==> src/rtl/result_uart_sender.sv <==
// Serializes MATCH / NOT_MATCH result frames into bytes for a start/busy UART transmitter.
// Define RESULT_CHECKSUM_EN to append a modulo-256 sum byte to every frame.
module result_uart_sender #(
  parameter logic [7:0] HEADER       = 8'hA5,
  parameter logic [7:0] MATCH_CODE   = 8'h01,
  parameter logic [7:0] NOMATCH_CODE = 8'h02
) (
  input  logic       clock,
  input  logic       reset,
  input  logic       send_req,
  input  logic [1:0] send_code,
  input  logic [9:0] x_in,
  input  logic [8:0] y_in,
  input  logic       tx_busy,
  output logic [7:0] tx_data,
  output logic       tx_start,
  output logic       UARTsendComplete,
  output logic       busy
);

  typedef enum logic [2:0] {StIdle, StLoad, StStart, StWaitHi, StWaitLo, StDone} state_e;

`ifdef RESULT_CHECKSUM_EN
  localparam logic [2:0] MatchLast   = 3'd6;
  localparam logic [2:0] NomatchLast = 3'd2;
`else
  localparam logic [2:0] MatchLast   = 3'd5;
  localparam logic [2:0] NomatchLast = 3'd1;
`endif

  state_e     state_q, state_d;
  logic [2:0] idx_q, idx_d;
  logic       is_match_q, is_match_d;
  logic [9:0] x_q, x_d;
  logic [8:0] y_q, y_d;
  logic [2:0] last_idx;
  logic [7:0] frame_byte;
`ifdef RESULT_CHECKSUM_EN
  logic [7:0] sum_q, sum_d;
`endif

  assign last_idx = is_match_q ? MatchLast : NomatchLast;

  always_comb begin
    frame_byte = 8'h00;
    case (idx_q)
      3'd0:    frame_byte = HEADER;
      3'd1:    frame_byte = is_match_q ? MATCH_CODE : NOMATCH_CODE;
      3'd2:    frame_byte = {6'b0, x_q[9:8]};
      3'd3:    frame_byte = x_q[7:0];
      3'd4:    frame_byte = {7'b0, y_q[8]};
      3'd5:    frame_byte = y_q[7:0];
      default: frame_byte = 8'h00;
    endcase
`ifdef RESULT_CHECKSUM_EN
    // The trailing byte position carries the running sum instead of payload.
    if (idx_q == last_idx) frame_byte = sum_q;
`endif
  end

  always_comb begin
    state_d          = state_q;
    idx_d            = idx_q;
    is_match_d       = is_match_q;
    x_d              = x_q;
    y_d              = y_q;
`ifdef RESULT_CHECKSUM_EN
    sum_d            = sum_q;
`endif
    tx_data          = 8'h00;
    tx_start         = 1'b0;
    UARTsendComplete = 1'b0;
    busy             = (state_q != StIdle);
    unique case (state_q)
      StIdle: begin
        if (send_req && (send_code == 2'd1 || send_code == 2'd2)) begin
          is_match_d = (send_code == 2'd1);
          x_d        = x_in;
          y_d        = y_in;
          idx_d      = 3'd0;
`ifdef RESULT_CHECKSUM_EN
          sum_d      = 8'h00;
`endif
          state_d    = StLoad;
        end
      end
      StLoad: begin
        tx_data = frame_byte;
`ifdef RESULT_CHECKSUM_EN
        if (idx_q != last_idx) sum_d = sum_q + frame_byte;
`endif
        state_d = StStart;
      end
      StStart: begin
        tx_data  = frame_byte;
        tx_start = 1'b1;
        state_d  = StWaitHi;
      end
      StWaitHi: begin
        tx_data = frame_byte;
        if (tx_busy) state_d = StWaitLo;
      end
      StWaitLo: begin
        tx_data = frame_byte;
        if (!tx_busy) begin
          if (idx_q == last_idx) begin
            state_d = StDone;
          end else begin
            idx_d   = idx_q + 3'd1;
            state_d = StLoad;
          end
        end
      end
      StDone: begin
        UARTsendComplete = 1'b1;
        state_d          = StIdle;
      end
      default: state_d = StIdle;
    endcase
  end

  always_ff @(posedge clock or posedge reset) begin
    if (reset) begin
      state_q    <= StIdle;
      idx_q      <= 3'd0;
      is_match_q <= 1'b0;
      x_q        <= 10'd0;
      y_q        <= 9'd0;
`ifdef RESULT_CHECKSUM_EN
      sum_q      <= 8'h00;
`endif
    end else begin
      state_q    <= state_d;
      idx_q      <= idx_d;
      is_match_q <= is_match_d;
      x_q        <= x_d;
      y_q        <= y_d;
`ifdef RESULT_CHECKSUM_EN
      sum_q      <= sum_d;
`endif
    end
  end

endmodule
==> config.mk <==
export PLATFORM = sky130hd
export DESIGN_NAME = result_uart_sender
export DESIGN_NICKNAME = d
export VERILOG_FILES = /design/src/rtl/result_uart_sender.sv
export SDC_FILE = /design/constraint.sdc
export NUM_CORES = 1
export LEC_CHECK = 0
export ABC_AREA = 1
export BUFFER_PORTS_ARGS = -buffer_cell sky130_fd_sc_hd__buf_4
export CORE_ASPECT_RATIO = 0.6
export CORE_MARGIN = 1.5
export CORE_UTILIZATION = 50
export DETAILED_ROUTE_END_ITERATION = 10
export GPL_TIMING_DRIVEN = 1
export HOLD_SLACK_MARGIN = 0.06
export MAX_ROUTING_LAYER = met4
export PLACE_DENSITY = 0.81
export SLEW_MARGIN = 20
export SYNTH_ARGS = -nofsm -noshare
export SYNTH_HDL_FRONTEND = slang
export SYNTH_SLANG_ARGS = --single-unit
==> constraint.sdc <==
create_clock -name clock -period 2.3 [get_ports clock]
set_input_delay 0.46 -clock clock [delete_from_list [all_inputs] [get_ports clock]]
set_output_delay 0.46 -clock clock [all_outputs]
set_load 0.02 [all_outputs]
==> summary.md <==
| Metric | Value |
|---|---|
| Status | `finished, final reports clean` |
| Setup TNS | `0 ns` |
| Gpl congestion | `around 0.95` |
| Layout cell share with drive strength beyond 1 | `0.215` |
| P&R area growth vs syn | `23.4%` |
| Die Y | `around 45 µm` |
| First-pass GRT wire length | `roughly 5500 µm` |
| Max-slew violation count | `0` |
| Commonest cells after routing, fill and taps aside | `nand2_1 (54), buf_4 (36), inv_1 (31), dfrtp_1 (26), o21ai_0 (17)` |
| Worst Hold Class | `in -> async` |
| Via count | `1310` |
| Reg2Reg Setup Slack | `just under 0.8 ns` |
| CTS tree | `done` |
| Met2 GRT Util | `0.308` |
| DRC violations left | `0` |
| Core area | `2630 µm²` |
| Initial DRC count | `between 70 and 80` |
| Worst-Skew Late Latency | `about 0.28 ns` |
| Total CTS buffers | `3` |
| Largest vdd supply drop | `0.000550 V` |
| Antenna violations before repair | `0` |
| Fin. Hold Viols | `0` |
| Met3 GRT Util | `0.0871` |
| Starting Density | `0.552` |
| Syn nets | `around 220` |
| Layout Utilization | `0.682` |
| Mapped Avg Cell Area | `between 7 and 8 µm²` |
| Most common cell after layout, fill and taps aside | `nand2_1` |
| Final instance area | `1790 µm²` |
| Critical Path Source Type | `flip-flop` |
| Pleak | `0.000971 µW` |
| Root buf cell | `clkbuf_8` |
| Place WS | `0.419 ns` |
| Worst EP required | `1.84 ns` |
| H-tree depth | `1` |
| Vias in the first global route | `approximately 1200` |
| Worst Tran Pin Value | `roughly 0.48 ns` |
| Std-Cell Rows | `14` |
| I/O Buffers | `35` |
| Synthesized area | `roughly 1500 µm²` |
| Fmax | `around 460 MHz` |
| Count of cell types in the netlist | `21` |
| Yosys warnings | `0` |
| Critical Path Fanout Max | `4` |
| Final HPWL from detailed placement | `roughly 2500 µm` |
| RSZ-0062 raised after global routing | `no` |
| Synth Instances | `~190` |
| Post CTS Setup Buffer Count | `0` |
| CTS Buffer Depth | `2` |
| Largest net degree at the start of global routing | `41` |
| Clock sinks | `26` |
| Worst-path clk slew | `about 0.090 ns` |
| WS Path Type | `reg -> out` |
| Fin crit share | `0.950` |
| Layer with the highest usage | `met1` |
| Non-Filler Instances | `roughly 260` |
| Fin Clk Skew | `a little under 0.002 ns` |
| Nets | `around 260` |
| I/O Pins | `36` |
| Post-synthesis sequential area ratio | `0.448` |
| Setup ws final | `0.115 ns` |
| Crit path capture type | `output port` |
| Detail Route Antenna Nets | `0` |
| Total Wirelength | `about 3300 µm` |
| Drt first pass iters | `4` |
| Fin crit period | `about 2.2 ns` |
| Die area | `approximately 3200 µm²` |
| Crit path DAT | `1.72 ns` |
| Placed Cells | `~250` |
| N_diodes | `0` |
| Power density cells | `1220 nW/µm²` |
| Post-DP Area | `around 1700 µm²` |
| Met1 usage | `0.350` |
| Maximum capacitance violations | `0` |
| Grt total ovfl | `0` |
| Routed length per instance | `approximately 13 µm` |
| Setup-failing EPs final | `0` |
| Via/cell ratio | `5.14` |
| Number of synthesized register bits | `26` |
| Gr usage total | `0.241` |
| DIE WIDTH | `between 70 and 80 µm` |
| Relative slew slack | `0.683` |
[power breakdown]
part,total (µW),switching [µW],internal (µW)
sequential,826,172,654
combinational,978,603,375
clock,383,150,233
[metal layers]
| metal | share of wire | wire length, µm | vias up |
|---|---|---|---|
| met1 | 0.47 | 1580 | 586 |
| met2 | 0.41 | 1360 | 58 |
| met5 | 0 | 0 | - |
| met3 | 0.10 | 351 | 6 |
| li1 | - | - | 660 |
| met4 | 0.016 | 52 | 0 |
[path summary, 6_finish.rpt]
path	startpoint	end	depth (start not counted)
hold / removal	reset	y_q[6]	3
setup reg to reg	state_q[1]	y_q[5]	3
min in group clock	y_in[8]	y_q[8]	3
max in group asynchronous	reset	idx_q[1]	3
setup / recovery	idx_q[1]	tx_data[1]	7
hold reg to reg	y_q[2]	y_q[2]	2
[synth_stat cells (all sizes together)]
master / number / area [µm²]
nand3b: 1 / 7.51
nand2: 54 / 203
inv: 35 / 131
o211ai: 1 / 21.3
nand3: 11 / 60.1
ha: 6 / 75.1
a21oi: 6 / 30.0
o21ai: 23 / 115
dfrtp: 26 / 651
nor2: 11 / 48.8
a31oi: 4 / 25.0
buf: 5 / 41.3
nand4: 2 / 27.5
nor3: 3 / 15.0
[sequential cells by signal (all words and copies together) (netlist names)]
signal and cells:
state_q 3, idx_q 3, y_q 9, is_match_q 1
x_q 10
[critical path: stages (launching register included)]
cell and delay, ns:
dfrtp_1 0.43, inv_2 0.11, ha_1 0.20, inv_1 0.07
a21oi_1 0.16, o21ai_0 0.14, a31oi_1 0.17, buf_4 0.17
[what timing repair did]
action | 4_1_cts | 5_1_grt
gates resized for setup | 0 | 1
hold buffers | 0 | 0
setup endpoints to repair | 0 | 4
[kinds of logic after synthesis]
kind of cell    Yosys count  share of synthesized area
flops                    26                      0.448
buf+inv                  40                      0.119
compound gates           34                      0.132
simple gates             82                      0.249
fa+ha+maj                 6                     0.0517
[stage by stage]
step                      power, µW  hold WS, ns
final                          2190        0.231
after CTS                      2190        0.243
after global routing           2360        0.259
after detailed placement       1800        0.479
after floorplan                1440        0.448
after global placement         1770        0.476
[layout make-up]
cell class	count	area [µm²]
tap	32	40.0
sequential	26	651
timing repair buffer	36	270
clock buffer	3	41.3
clock inverter	1	30.0
fill	235	836
multi-input combinational	122	628
inverter	35	131
No activity file was read; power rests on OpenSTA's default activity.
